**config.mk**
```make
export PLATFORM = sky130hd
export DESIGN_NAME = qspi_flash_ctrl
export DESIGN_NICKNAME = d
export VERILOG_FILES = /design/src/rtl/qspi_flash_ctrl_pkg.sv /design/src/rtl/qspi_flash_ctrl.sv
export SDC_FILE = /design/constraint.sdc
export NUM_CORES = 1
export LEC_CHECK = 0
export BUFFER_PORTS_ARGS = -buffer_cell sky130_fd_sc_hd__buf_2
export CAP_MARGIN = 30
export CELL_PAD_IN_SITES_DETAIL_PLACEMENT = 1
export CELL_PAD_IN_SITES_GLOBAL_PLACEMENT = 1
export CORE_MARGIN = 3
export CORE_UTILIZATION = 41
export DETAILED_ROUTE_END_ITERATION = 12
export PLACE_DENSITY = 0.86
export SETUP_SLACK_MARGIN = 0.4
export SLEW_MARGIN = 20
export SYNTH_ARGS = -nofsm -noshare
export SYNTH_HDL_FRONTEND = slang
export SYNTH_SLANG_ARGS = --single-unit
```
**constraint.sdc**
```tcl
create_clock -name clk -period 2.05 [get_ports clk]
set_input_delay 0.1025 -clock clk [delete_from_list [all_inputs] [get_ports clk]]
set_output_delay 0.1025 -clock clk [all_outputs]
set_load 0.01 [all_outputs]
```
**src/rtl/qspi_flash_ctrl_pkg.sv**
```systemverilog
// Shared definitions for the quad-SPI flash read controller.
// Contents: Quad Output Fast Read opcode, SCK-cycle phase lengths, FSM state enum,
//           and a helper returning the last SCK index of a serial phase.
package qspi_flash_ctrl_pkg;

  localparam logic [7:0] OPCODE_QOFR = 8'h6B;
  localparam int         CMD_SCK     = 8;
  localparam int         ADDR_SCK    = 24;
  localparam int         DUMMY_SCK   = 8;

  typedef enum logic [2:0] {
    IDLE,
    CMD,
    ADDR,
    DUMMY,
    DATA,
    STALLED,
    DESELECT
  } state_e;

  // Index of the final SCK cycle of a serial phase (counter compares against this).
  function automatic logic [4:0] phase_last(state_e s);
    case (s)
      CMD:     return 5'(CMD_SCK - 1);
      ADDR:    return 5'(ADDR_SCK - 1);
      default: return 5'(DUMMY_SCK - 1);
    endcase
  endfunction

endpackage

```
**src/rtl/qspi_flash_ctrl.sv**
```systemverilog
// Quad-SPI read-only flash controller: issues 0x6B + 24-bit address + 8 dummy SCKs, then
// streams nibbles into DATA_WIDTH_BYTES-wide words (byte 0 = first byte, in [7:0]).
// Ports: clk/reset; spi_* flash pins (SCK = clk/2); addr_in/start_read/stall_read/stop_read
//        control; data_out/data_ready word output; busy while a transaction is open.
module qspi_flash_ctrl
  import qspi_flash_ctrl_pkg::*;
#(
  parameter int DATA_WIDTH_BYTES = 1,
  parameter int ADDR_BITS        = 24
) (
  input  logic                          clk,
  input  logic                          reset,
  input  logic [3:0]                    spi_data_in,
  output logic [3:0]                    spi_data_out,
  output logic [3:0]                    spi_data_oe,
  output logic                          spi_select,
  output logic                          spi_clk_out,
  input  logic [ADDR_BITS-1:0]          addr_in,
  input  logic                          start_read,
  input  logic                          stall_read,
  input  logic                          stop_read,
  output logic [8*DATA_WIDTH_BYTES-1:0] data_out,
  output logic                          data_ready,
  output logic                          busy
);

  localparam int WW    = 8 * DATA_WIDTH_BYTES;
  localparam int NIB_W = $clog2(2 * DATA_WIDTH_BYTES);
  localparam int POS_W = NIB_W + 2;

  state_e            state_q, state_d;
  logic [4:0]        cnt_q, cnt_d;       // SCK cycles done in current serial phase
  logic              sck_q, sck_d;
  logic              sel_q, sel_d;
  logic [3:0]        dout_q, dout_d;
  logic [3:0]        oe_q, oe_d;
  logic [31:0]       shift_q, shift_d;   // {opcode, address} shifted out MSB first
  logic [WW-1:0]     asm_q, asm_d;       // word under assembly
  logic [NIB_W-1:0]  nib_q, nib_d;       // nibbles received in current word
  logic              pend_q, pend_d;     // word complete, publish next cycle
  logic [WW-1:0]     data_q, data_d;
  logic              rdy_q, rdy_d;
  logic              busy_q, busy_d;
  logic [POS_W-1:0]  pos;

  // Nibble n lands at byte n/2; the first nibble of each byte is the high one.
  assign pos = {nib_q, 2'b00} ^ POS_W'(4);

  always_comb begin
    state_d = state_q;
    cnt_d   = cnt_q;
    sck_d   = sck_q;
    sel_d   = sel_q;
    dout_d  = dout_q;
    oe_d    = oe_q;
    shift_d = shift_q;
    asm_d   = asm_q;
    nib_d   = nib_q;
    pend_d  = 1'b0;
    data_d  = data_q;
    rdy_d   = 1'b0;
    busy_d  = busy_q;

    if (pend_q) begin
      data_d = asm_q;
      rdy_d  = 1'b1;
    end

    case (state_q)
      IDLE: begin
        if (start_read) begin
          state_d = CMD;
          sel_d   = 1'b0;
          busy_d  = 1'b1;
          oe_d    = 4'b0001;
          shift_d = {OPCODE_QOFR, 24'(addr_in)};
          dout_d  = {3'b000, OPCODE_QOFR[7]};
          cnt_d   = '0;
          nib_d   = '0;
          sck_d   = 1'b0;
        end
      end
      CMD, ADDR: begin
        sck_d = ~sck_q;
        if (sck_q) begin
          // Falling SCK: advance to the next serial bit.
          shift_d = shift_q << 1;
          dout_d  = {3'b000, shift_q[30]};
          cnt_d   = cnt_q + 5'd1;
          if (cnt_q == phase_last(state_q)) begin
            cnt_d = '0;
            if (state_q == CMD) begin
              state_d = ADDR;
            end else begin
              state_d = DUMMY;
              oe_d    = 4'b0000;
              dout_d  = 4'b0000;
            end
          end
        end
      end
      DUMMY: begin
        sck_d = ~sck_q;
        if (sck_q) begin
          cnt_d = cnt_q + 5'd1;
          if (cnt_q == phase_last(DUMMY)) begin
            cnt_d   = '0;
            state_d = DATA;
          end
        end
      end
      DATA: begin
        sck_d = ~sck_q;
        if (sck_q) begin
          // Sample at the end of the SCK high phase.
          asm_d[pos +: 4] = spi_data_in;
          nib_d = nib_q + NIB_W'(1);
          if (nib_q == NIB_W'(2 * DATA_WIDTH_BYTES - 1)) begin
            nib_d  = '0;
            pend_d = 1'b1;
            if (stall_read) state_d = STALLED;
          end
        end
      end
      STALLED: begin
        sck_d = 1'b0;
        if (stall_read) begin
          rdy_d = 1'b1;
        end else begin
          // Resume with a rising edge straight away so the stream keeps its cadence.
          state_d = DATA;
          sck_d   = 1'b1;
        end
      end
      DESELECT: begin
        state_d = IDLE;
        busy_d  = 1'b0;
      end
      default: state_d = IDLE;
    endcase

    // Abort overrides everything, including a simultaneous start or a pending word.
    if (busy_q && stop_read && (state_q != DESELECT)) begin
      state_d = DESELECT;
      sel_d   = 1'b1;
      sck_d   = 1'b0;
      oe_d    = 4'b0000;
      dout_d  = 4'b0000;
      pend_d  = 1'b0;
      rdy_d   = 1'b0;
      data_d  = data_q;
    end
  end

  always_ff @(posedge clk) begin
    if (reset) begin
      state_q <= IDLE;
      cnt_q   <= '0;
      sck_q   <= 1'b0;
      sel_q   <= 1'b1;
      dout_q  <= 4'b0000;
      oe_q    <= 4'b0000;
      shift_q <= '0;
      asm_q   <= '0;
      nib_q   <= '0;
      pend_q  <= 1'b0;
      data_q  <= '0;
      rdy_q   <= 1'b0;
      busy_q  <= 1'b0;
    end else begin
      state_q <= state_d;
      cnt_q   <= cnt_d;
      sck_q   <= sck_d;
      sel_q   <= sel_d;
      dout_q  <= dout_d;
      oe_q    <= oe_d;
      shift_q <= shift_d;
      asm_q   <= asm_d;
      nib_q   <= nib_d;
      pend_q  <= pend_d;
      data_q  <= data_d;
      rdy_q   <= rdy_d;
      busy_q  <= busy_d;
    end
  end

  assign spi_data_out = dout_q;
  assign spi_data_oe  = oe_q;
  assign spi_select   = sel_q;
  assign spi_clk_out  = sck_q;
  assign data_out     = data_q;
  assign data_ready   = rdy_q;
  assign busy         = busy_q;

endmodule

```
==> metrics, run 1 <==
antenna violations before repair 0; CTS tree built; Seq/Total Area, Yosys ~43%; Final Skew ~13 ps; Final period util between 80 and 90%; Post-Syn Area slightly below 3000 µm²; pwr/cell area roughly 1500 nW/µm²; CP Class reg2reg; Syn-to-layout area delta 26.9%; total vias in the final route just under 3,000; GRT Util Overall 23.0%; Post-synth ARST share 0%; synth unique cells 45; drt drc 0; Final min period ~1800 ps; ys flop type dfxtp_1; clock slew at reported path FFs about 80 ps; TritonCTS Buffers 9; maxcap violations 0; Die Y ~90 µm; slowest stage cell on the critical path or4b_4; measured slew at the worst slew-check pin 575 ps; P_leak 1.45 nW; Root Buffer Master clkbuf_8; Net count, final between 400 and 500; commonest non-fill, non-tap cell in the layout dfxtp_1; most frequent cells in the layout 58 x dfxtp_1, 49 x nand2_1, 46 x buf_2, 41 x a21oi_1, 33 x o21ai_0; CP Launch Type flop; Worst path depth 5; vias in the first global route 2,968; Slew HR around 60%; starting density of the core a little over two fifths; crit end category flop; hold depth 3; Post-synth EDFFs 0; worst-path cell chain buf_6 > or3b_4 > a21o_1 > or4b_4 > a21oi_2; Iteration-0 DRC Markers about 340; H-tree lvl count 3; CP delay by family, top simple AND/OR/NAND/NOR gates; GPL Wtd Cong 0.834; final setup TNS 0 ps; mux share of post-synthesis cell area ~3.4%; IO Port Bufs 46; simple-gate share of the synthesized area between 10% and 20%; Max IR drop VDD approximately 0.53 mV; Initial DRT Pass Iterations 4; final setup vio count 0; outcome finished, final reports clean; core area ~6800 µm²; Slowest Stage Delay on Critical Path just under 500 ps; Cell Rows 30; YS warnings 0; RSZ-0062 raised after global routing true; Fin. Hold Viols 0; min-delay worst type in2reg; # clock sinks 63; vias per inst ~5.8; Worst Path Buf+Inv 1; Synth area leader dfxtp_1; Layout Utilization between 50% and 60%; syn avg cell area between 8 and 9 µm²; Post-Route WL 9.97 mm; total die area 8170 µm²; top-level port count 53; Crit path required time ~2400 ps; largest net degree at the start of global routing 52; Synth Area in XOR/XNOR less than 1%; Seq cells post-synth 63; Avg WL per Cell between 15 and 20 µm; Worst-Skew Late Latency approximately 360 ps; Area contributors post-synth dfxtp_1 43%, a21oi_1 7.4%, a311oi_1 6.9%; DRT antenna net count 0; Syn Inst Count 354; top cell type's share of synthesized area 43.2%; f_max about 570 MHz; global-route wire length before repair roughly 15 mm; Post-Synth Adder-Cell Area less than 1%; Final Power about 5.6 mW; layout cells sized above 1 between 20 and 30%; Worst EP arrival ~2100 ps; grt total ovfl 0; DP Wirelength between 5 and 6 mm; ANT cells 0; die width 90.4 µm; crit path max fanout 4; reg2reg path depth 5; Max clock buf depth 2; Pins Over Slew Limit 0; Synth Area in Compound Gates about 28%; main combinational cell family by area after synthesis compound AO/OA/AOI/OAI gates
[cell type report]
type / instances / area (µm²)
clock buffers: 10 / 138
flip-flops and latches: 63 / 1270
clock inverters: 6 / 68.8
multi-input cells: 255 / 1580
fillers: 832 / 3130
repair buffers: 78 / 512
inverters: 4 / 15.0
well taps: 96 / 120
[tightest hold or removal path, stage by stage]
cell and delay [ps]:
buf_2 90, mux2i_1 60, nor2_1 80
[path summary, 6_finish.rpt]
| path | to | slack, ps | startpoint |
|---|---|---|---|
| hold / removal | asm_q[4] | 3 | spi_data_in[0] |
| hold reg to reg | data_out[3] | 460 | data_out[3] |
| setup / recovery | cnt_q[2] | 290 | state_q[1] |
| setup reg to reg | cnt_q[2] | 290 | state_q[1] |
[routing by layer]
metal	part of all wire (%)	global-route usage, %
met1	43	28.6
met2	51	38.9
met3	4.1	5.00
met4	1.9	8.42
met5	0	0
[cells by family (layout without fill, tap and decap cells)]
logic type	count (synthesis)	in the layout
AO/OA/AOI/OAI	128	128
XOR/XNOR	3	3
adder cells (fa/ha/maj)	1	1
buffers and inverters	41	98
flip-flops	63	63
multiplexers	10	10
other	1	6
AND/OR/NAND/NOR	107	107
[cell usage after synthesis (all sizes together) (2+ instances only)]
library cell,count
nand4,5
and3b,3
a21o,2
nand3,15
mux2i,10
inv,4
nor2,18
o21a,2
or2,3
o22ai,3
dfxtp,63
buf,18
nand2,49
nor2b,3
clkbuf,19
o21ai,36
a21oi,43
or3,2
o221a,5
a311oi,23
xnor2,2
a31oi,7
[through the flow]
step	cells	instance area [µm²]	worst slack [ps]	hold WS, ps
4_1_cts	505	3580	249	7.48
6_report	512	3700	288	2.80
3_3_place_gp	481	3240	263	358
5_1_grt	512	3700	236	7.80
3_5_place_dp	481	3240	138	364
2_1_floorplan	359	2940	406	246
[sequential cells by signal, indices dropped and copies added, names as in the netlist]
register and count:
spi_data_out 1, asm_q 8, data_out 8, data_ready 1, cnt_q 5, busy 1, spi_select 1, state_q 3
spi_clk_out 1, pend_q 1, spi_data_oe 1, shift_q 31, nib_q 1
[what timing repair did]
item                                   CTS  global route
buffers inserted                         7             6
pin swaps                                4             7
gates resized for setup                 19            20
setup endpoints to repair               53            44
hold buffers                             1             0
gates cloned                             0             1
endpoints found under the hold margin    1             0
[power breakdown]
part / internal [mW] / total (mW) / switching [mW]
registers: 1.59 / 1.88 / 0.290
logic: 1.04 / 2.52 / 1.48
clock network: 0.601 / 1.16 / 0.557
total: 3.24 / 5.57 / 2.33
No activity file was read; power rests on OpenSTA's default activity.
==> run 2: changes to the inputs <==
PLACE_DENSITY = not set   (was 0.86)
PLACE_DENSITY_LB_ADDON = 0.1   (was not set)
==> run 2 against run 1 <==
Compared with the run above: final cell count fell by 1.6%; worst setup slack improved by 130 ps; global-route usage fell by 2.9 points; worst hold slack improved by 18 ps; via count fell by 6.9%; combinational power fell by 11%.
==> metrics, run 2 (synthesis results as in run 1) <==
outcome finished, final reports clean; layout cells sized above 1 26.2%; TritonCTS Buffers 9; crit path max fanout 5; RSZ-0062 raised after global routing true; Slew HR about 62%; Slowest Stage Delay on Critical Path roughly 480 ps; Pins Over Slew Limit 0; antenna violations before repair 0; most frequent cells in the layout 59 x dfxtp_1, 49 x nand2_1, 46 x buf_2, 41 x a21oi_1, 35 x o21ai_0; Syn-to-layout area delta 23.7%; starting density of the core a little over two fifths; CP Launch Type flop; IO Port Bufs 46; Worst-Skew Late Latency about 340 ps; Final min period about 1600 ps; Initial DRT Pass Iterations 4; CTS Hold Buffers Added 0; largest net degree at the start of global routing 52; Finished Layout Cells 504; max reg flops 31; Crit. Startpoint state_q[0]; Root Buffer Master clkbuf_8; final setup vio count 0; DRT antenna net count 0; CP delay by family, top simple AND/OR/NAND/NOR gates; worst r2r src state_q[0]; GRT Util Overall ~20%; pwr/cell area 1500 nW/µm²; Final period util 79.7%; Avg WL per Cell 15.9 µm; measured slew at the worst slew-check pin 564 ps; CP Class reg2reg; Iteration-0 DRC Markers about 150; Fin. Hold Viols 0; maxcap violations 0; P_leak around 1.4 nW; top-level port count 53; Crit path required time between 2000 and 2500 ps; grt total ovfl 0; slowest stage cell on the critical path or4b_4; # clock sinks 63; hold_sp spi_data_in[0]; ANT cells 0; Fillers roughly 860; crit end category flop; Cell Rows 30; f_max about 610 MHz; H-tree lvl count 3; die width 90.4 µm; CTS tree built; Die Y 90.4 µm; Max IR drop VDD around 0.63 mV; Worst EP arrival 1900 ps; min-delay worst type in2reg; vias in the first global route ~2,800; DP Wirelength between 5 and 6 mm; core area a little under 7000 µm²; global-route wire length before repair ~14 mm; Worst Path Buf+Inv 0; total vias in the final route around 2,800; drt drc 0; vias per inst 5.51; Largest Register shift_q; worst-path cell chain or3b_4 > a21o_1 > or4b_4 > a21oi_2; Max clock buf depth 2; commonest non-fill, non-tap cell in the layout dfxtp_1; GPL Wtd Cong roughly 0.84; clock slew at reported path FFs roughly 80 ps; total die area 8170 µm²; dpl cells slightly below 500; final setup TNS 0 ps; Final Skew roughly 8.0 ps; Net count, final 437; R2R setup slack between 400 and 500 ps; Post-Route WL ~8.0 mm
==> run 2: cell types whose count changed in the layout (fill, tap and decap cells not counted), sizes merged <==
cell,delta
buf,-7
dlygate4sd3,-1
bufinv,+2
clkinv,-1
inv,-1
==> run 2: path summary, 6_finish.rpt <==
check                end  depth (start not counted)
min reg2reg  data_out[2]                          2
min             asm_q[4]                          3
max             cnt_q[2]                          4
max reg2reg     cnt_q[2]                          4
==> run 2: layout make-up <==
cell class | count | area (µm²) | share of cell area, %
multi-input cells | 255 | 1510 | 41.8
flip-flops and latches | 63 | 1270 | 35.2
repair buffers | 70 | 438 | 12.1
clock buffers | 10 | 138 | 3.81
well taps | 96 | 120 | 3.33
clock inverters | 6 | 116 | 3.22
inverters | 4 | 18.8 | 0.520
==> run 2: power breakdown <==
group | leakage, nW | internal, mW | switching, mW | total [mW]
combinational | 0.779 | 0.918 | 1.32 | 2.24
sequential | 0.518 | 1.59 | 0.223 | 1.82
clock | 0.127 | 0.850 | 0.512 | 1.36
==> run 2: what timing repair did <==
action                     in CTS  in global routing
pin swaps                       1                  0
setup endpoints to repair      50                 40
cloned                          0                  0
setup buffers                   6                  0
gates resized for setup         6                 14
==> run 2: through the flow <==
stage	worst slack [ps]	total power, mW	hold slack [ps]	area, µm²	util, %
floorplan	406	3.26	246	2940	-
global placement	288	3.82	356	3250	47.5
detailed placement	217	3.88	368	3250	47.5
CTS	409	5.36	11.1	3560	52.1
global route	360	5.82	0.348	3610	52.9
finish	415	5.41	21.1	3610	52.9
==> run 2: routing by layer <==
layer  track usage, %  vias up  share of wire [%]
met5                0        -                  0
li1                 -     1383                  -
met3             5.33        4                3.5
met4             4.34        0               0.57
met1             27.4     1346                 48
met2             31.9       45                 48
==> run 2: tightest hold or removal path, stage by stage <==
cell and delay (ps):
buf_2 90, mux2i_1 60, nor2_1 70
